`src/rtl/adder_dsp_arbiter.sv`:
```
// adder_dsp_arbiter: round-robin sharing of one combinational adder_dsp among NUM_REQ requesters
module adder_dsp_arbiter #(
  parameter int NUM_REQ = 2,
  parameter int WIDTH   = 32
) (
  input  logic                     clk,
  input  logic                     rst_n,
  input  logic [NUM_REQ-1:0]       req_valid,
  output logic [NUM_REQ-1:0]       req_ready,
  input  logic [NUM_REQ*WIDTH-1:0] req_a,
  input  logic [NUM_REQ*WIDTH-1:0] req_b,
  input  logic [NUM_REQ-1:0]       req_sub,
  output logic [NUM_REQ-1:0]       resp_valid,
  input  logic [NUM_REQ-1:0]       resp_ready,
  output logic [WIDTH-1:0]         resp_data,
  output logic [WIDTH-1:0]         dsp_in1,
  output logic [WIDTH-1:0]         dsp_in2,
  output logic                     dsp_is_sub,
  input  logic [WIDTH-1:0]         dsp_out
);
  localparam int IW = $clog2(NUM_REQ);
  typedef enum logic [1:0] {IDLE, EXEC, RESP} state_t;
  state_t state;
  logic [IW-1:0] rr, gid, grant;
  logic any;
  int idx;
  // walk downward so the requester closest to rr (upward, with wrap) wins
  always_comb begin
    grant = '0;
    any = 1'b0;
    idx = 0;
    for (int k = NUM_REQ - 1; k >= 0; k--) begin
      idx = int'(rr) + k;
      if (idx >= NUM_REQ) idx = idx - NUM_REQ;
      if (req_valid[idx]) begin
        grant = IW'(idx);
        any = 1'b1;
      end
    end
  end
  assign req_ready = (state == IDLE && any) ? NUM_REQ'(1) << grant : '0;
  always_ff @(posedge clk or negedge rst_n)
    if (!rst_n) begin
      state      <= IDLE;
      rr         <= '0;
      gid        <= '0;
      resp_valid <= '0;
      resp_data  <= '0;
      dsp_in1    <= '0;
      dsp_in2    <= '0;
      dsp_is_sub <= 1'b0;
    end else
      case (state)
        IDLE: if (any) begin
          dsp_in1    <= req_a[grant*WIDTH +: WIDTH];
          dsp_in2    <= req_b[grant*WIDTH +: WIDTH];
          dsp_is_sub <= req_sub[grant];
          gid        <= grant;
          rr         <= (grant == IW'(NUM_REQ - 1)) ? '0 : grant + 1'b1;
          state      <= EXEC;
        end
        EXEC: begin
          resp_data  <= dsp_out;
          resp_valid <= NUM_REQ'(1) << gid;
          state      <= RESP;
        end
        RESP: if (resp_ready[gid]) begin
          resp_valid <= '0;
          state      <= IDLE;
        end
        default: state <= IDLE;
      endcase
endmodule

```
`config.mk`:
```
export PLATFORM = sky130hd
export DESIGN_NAME = adder_dsp_arbiter
export DESIGN_NICKNAME = d
export VERILOG_FILES = /design/src/rtl/adder_dsp_arbiter.sv
export SDC_FILE = /design/constraint.sdc
export NUM_CORES = 1
export LEC_CHECK = 0
export ABC_AREA = 1
export BUFFER_PORTS_ARGS = -buffer_cell sky130_fd_sc_hd__buf_4
export CAP_MARGIN = 30
export CORE_ASPECT_RATIO = 1.25
export CORE_MARGIN = 3
export CORE_UTILIZATION = 41
export DETAILED_ROUTE_END_ITERATION = 10
export PLACE_DENSITY = 0.75
export SLEW_MARGIN = 20
export SYNTH_ARGS = -nofsm -noshare
export SYNTH_HDL_FRONTEND = slang
export SYNTH_SLANG_ARGS = --single-unit
```
`constraint.sdc`:
```
create_clock -name clk -period 1.7 [get_ports clk]
set_clock_uncertainty 0.2 [all_clocks]
set_input_delay 0.34 -clock clk [delete_from_list [all_inputs] [get_ports clk]]
set_output_delay 0.34 -clock clk [all_outputs]
set_load 0.02 [all_outputs]
```
* Yosys cells after proc, flatten, opt, wreduce, memory -nomap -nowiden *
Cells that the tools add are included.

word-level totals
  output and inout bits = 101
  logic and storage cells = 54
  register bits after elaboration = 103
  input bits = 168

cells by class
  equal/unequal tests = 4
  order comparisons = 6
  reduce and logical (&&, ||, !) cells = 6
  shift operators = 4
  multiplexer cells = 22
  $add $sub $neg = 4

operators by type and width
  kind                 number
  $shiftx 64x7->32     2
  $lt 32x3->1 const B  2
  $mux 32              2
  $mux 1               15
  $mux 2               3
  $pmux 2 s3           1
  $reduce_and 2->1     3
  $lt 1x2->1 const B   2
  $ne 2x2->1 const B   2
  $pmux 2 s2           1
  $shl 1x1->2 const A  2
  $sub 1x2->3 const B  1
  $sub 2x2->3 const B  1
  $add 1x1->2 const B  1
  $eq 2x1->1 const B   1
  $eq 2x2->1 const B   1
  $ge 1x2->1 const B   1
  $ge 2x2->1 const B   1
  $logic_not 2->1      1
  $reduce_bool 2->1    1
  $add 1x1->1 const B  1
  $logic_and 1x1->1    1

* Longest topological paths before layout *
  word-level depth = 10
  depth in mapped cells = 7
  gate-level depth less buffers = 6

* Worst setup path after synthesis *
Ideal clock, no wire load.

  path type = register -> output
  from = register rr
  to = output port req_ready[1]
  setup slack = 0.032 ns
  data required time = 1.160 ns
  arrival time = 1.128 ns
  cell stages (with the launch flop) = 7
  buffers on the path = 2
  cell sequence = dfrtp_1 inv_1 nand2_1 nand2_1 buf_4 buf_2 nor2_1

on the way
  word-level cells in the longest chain between the ends = 10
  elaborated cells between the ends (all ways) = 20
  classes of those cells = 3 x add/sub; 2 x order compare; 1 x shift; 13 x mux; 1 x reduce/logical

ends and longest elaborated chain
  element                                                  line  RTL
  start, declared                                          24    logic [IW-1:0] rr, gid, grant;
  start signal, assigned                                   59    rr <= (grant == IW'(NUM_REQ - 1)) ? '0 : grant + 1'b1;
  $add 1x1->2                                              33    idx = int'(rr) + k;
  $sub 2x2->3 / $ge 2x2->1 (equally long branches)         34    if (idx >= NUM_REQ) idx = idx - NUM_REQ;
  $mux 32                                                  34
  $mux 1 (implied by the code) (3 in a row)                35    if (req_valid[idx]) begin
  $mux 1 (2 in a row)                                      35
  $shl 1x1->2 / $logic_and 1x1->1 (equally long branches)  41    assign req_ready = (state == IDLE && any) ? NUM_REQ'(1) << grant : '0;
  $mux 2 *                                                 41
  end, declared                                            9     output logic [NUM_REQ-1:0] req_ready,

Mark *: on every way between the ends. The rest lies on a longest branch, timed or not. The select of a mux whose other input is x is not followed.

* Worst setup path in the final report *
  from = register state[0]
  to = output port req_ready[0]

on the way
  word-level cells in the longest chain between the ends = 3

ends and longest elaborated chain
  element                 line  RTL
  start, declared         23    state_t state;
  start signal, assigned  44    state <= IDLE;
  start signal, assigned  60    state <= EXEC;
  start signal, assigned  65    state <= RESP;
  $logic_not 2->1         41
  $logic_and 1x1->1       41
  $mux 2                  41

No other way between the ends.

==> results.json <==
{
  "vias": 5121,
  "final_min_period_over_clock_period_pct": 102.3,
  "yosysSeqAreaShare_pct": 54.77,
  "first_global_vias": 5047,
  "setup.reg_to_reg.worst_slack_ps": 120,
  "fillCellCount": 896,
  "drt_first_iter_violations": 300,
  "detail-route-antenna-nets": 0,
  "leakage_nw": 3.774,
  "critPathMostFrequentCell": "sky130_fd_sc_hd__inv_2",
  "global_route.usage.total_pct": 24.98,
  "hold_viol": 0,
  "cts-root-to-sink-buffers": 2,
  "timing.critical_path.fanout_max": 2,
  "ys_warn_count": 0,
  "final_routed_wirelength_mm": 16.39,
  "routed_wire_length_per_instance_um": 17.51,
  "mostFrequentLayoutCells": "286 x sky130_fd_sc_hd__buf_4, 167 x sky130_fd_sc_hd__nand3_1, 138 x sky130_fd_sc_hd__nand2_1, 102 x sky130_fd_sc_hd__dfrtp_1, 65 x sky130_fd_sc_hd__nand4_1",
  "report.final.slew_viol_count": 0,
  "die-area_um2": 12810,
  "h-tree-depth": 3,
  "powerDensity_nw_per_um2": 1967,
  "chipHeight_um": 125.8,
  "setup_violations_final": 1,
  "arrival_time_of_data_at_the_critical_path_endpoint_ps": 1200,
  "setup_repair_after_global_routing_missed_its_margin": "yes",
  "io_buffer_count": 268,
  "postSynthCellCount": 542,
  "finish.net_count": 965,
  "max_slew_margin_pct": 63.87,
  "grt_antenna_before_repair": 0,
  "syn_avg_cell_area_um2": 8.682,
  "fmax_ghz": 0.5748,
  "startpoint_types": "flop",
  "cts_tree": "done",
  "detail_route.drc_violations": 0,
  "gpl_wtd_cong": 0.8438,
  "run_status": "finished, violations left",
  "vias_per_cell": 5.471,
  "clock_latency_ps": 340,
  "synth_cell_types": 16,
  "worst_ep_required_time_ps": 1160,
  "timing.hold.worst.class": "primary input to flop",
  "most_common_cell_after_layout_fill_and_taps_aside": "sky130_fd_sc_hd__buf_4",
  "cts_buffers": 9,
  "global_route_wire_length_before_repair_mm": 25.45,
  "holdWs_ps": 20.32,
  "clkTransAtPathRegs_ps": 70,
  "drtPass1Iterations": 5,
  "grt_max_degree": 66,
  "maxCapViolCount": 0,
  "critical-path-slowest-cell": "sky130_fd_sc_hd__dfrtp_2",
  "design_area_um2": 7248,
  "vdd_drop_max_v": 0.0009189,
  "final_layout_size_suffix_gt1_share_pct": 40.20,
  "pin_count": 269,
  "failing_checks": "negative setup slack",
  "tightest_slew_ps": 542.0,
  "library_cell_used_as_clock_root_buffer": "sky130_fd_sc_hd__clkbuf_16",
  "critical_path.cell_chain": "inv_2 > nand2_4 > nor2_4 > nand2_2 > inv_2 > buf_6",
  "area_growth_syn_to_layout_pct": 54.03,
  "mappedNetlistArea_um2": 4706,
  "insertedDiodeCount": 0,
  "core_region_area_um2": 11140,
  "worst_slack_ps": -39.82,
  "row_count": 43,
  "crit_type": "flop to output pin",
  "cp_capture_type": "output pin",
  "number_of_nets_produced_by_synthesis": 710,
  "tritoncts_num_sinks": 103,
  "synth.ff_latch_count": 103,
  "floorplan.initialDensity_pct": 42.25,
  "hpwl_mm": 11.47,
  "overflow_left_after_global_routing": 0,
  "period_needed_ps": 1740,
  "critical-path-max-stage-delay_ps": 410,
  "dieWidth_um": 101.8,
  "placedInstanceArea_um2": 6863
}
==> metrics by stage <==
stage	std cells	setup TNS, ps	total power, mW	worst slack [ps]	utilization [%]
floorplan	542	0	8.771	31.96	-
global placement	912	0	11.86	143.2	61.62
detailed placement	912	0	12.05	110.6	61.62
CTS	934	-63.99	14.28	-63.99	64.90
global route	936	-140.8	15.17	-103.4	65.08
finish	936	-39.82	14.26	-39.82	65.08
==> layer usage <==
metal | vias to the layer above | global-route usage, % | share of wire [%]
li1 | 2394 | - | -
met4 | 0 | 10.97 | 3.4
met3 | 41 | 5.097 | 8.5
met1 | 2401 | 31.14 | 38
met5 | - | 0 | 0
met2 | 285 | 41.56 | 50
==> cell families (layout without fill, tap and decap cells) <==
group                  count (synthesis)  in the layout  share of synthesized area, %
flip-flops                           103            103                         54.77
buffers and inverters                 57            316                         6.328
AND/OR/NAND/NOR                      379            379                         38.50
AO/OA/AOI/OAI                          3              3                        0.3989
==> power by group <==
part | internal [mW] | switching [mW] | leakage [nW]
clock network | 1.17 | 0.909 | 0.141
logic | 3.12 | 4.66 | 2.37
registers | 3.69 | 0.703 | 1.26
total | 7.99 | 6.27 | 3.77
==> flip-flops by register name (all words and copies together), names as in the netlist <==
name / flops
dsp_in1: 32
dsp_in2: 32
dsp_is_sub: 1
gid: 1
resp_data: 32
resp_valid: 2
rr: 1
state: 2
==> layout make-up <==
class / instances / area [um^2] / area share, %
Clock inverter: 5 / 58.81 / 0.8113
Clock buffer: 10 / 239.0 / 3.297
Tap cell: 135 / 168.9 / 2.330
Sequential cell: 103 / 2579 / 35.58
Multi-Input combinational cell: 382 / 1856 / 25.60
Inverter: 5 / 18.77 / 0.2589
Timing Repair Buffer: 296 / 2328 / 32.12
==> cell usage after synthesis, drive strengths merged <==
master	n	area, um^2
nand4	65	406.6
inv	5	18.76
o21ai	3	18.77
buf	38	226.5
nand3	167	835.8
clkbuf	14	52.55
dfrtp	103	2577
nor2	5	33.78
nand2	142	535.5
==> worst paths after layout <==
check | cells past startpoint | end | start
hold / removal | 3 | dsp_in1[8] | req_a[8]
hold reg to reg | 2 | resp_data[7] | resp_data[7]
setup reg to reg | 7 | resp_data[28] | state[1]
setup / recovery | 6 | req_ready[0] | state[0]
min in group asynchronous | 2 | dsp_in1[7] | rst_n
max in group asynchronous | 3 | state[0] | rst_n
==> critical path, delay by kind of cell, from the launching register on <==
family,cells,cell delay [ps]
flip-flops,1,410
AND/OR/NAND/NOR,3,220
buffers and inverters,3,240
==> repair_timing <==
action,4_1_cts,5_1_grt
setup endpoints to repair,2,2
hold endpoints to repair,103,0
pin swaps,4,1
hold buffers,1,0
setup buffers,6,2
gates resized for setup,6,2
Power figures use the tool's default switching activity.
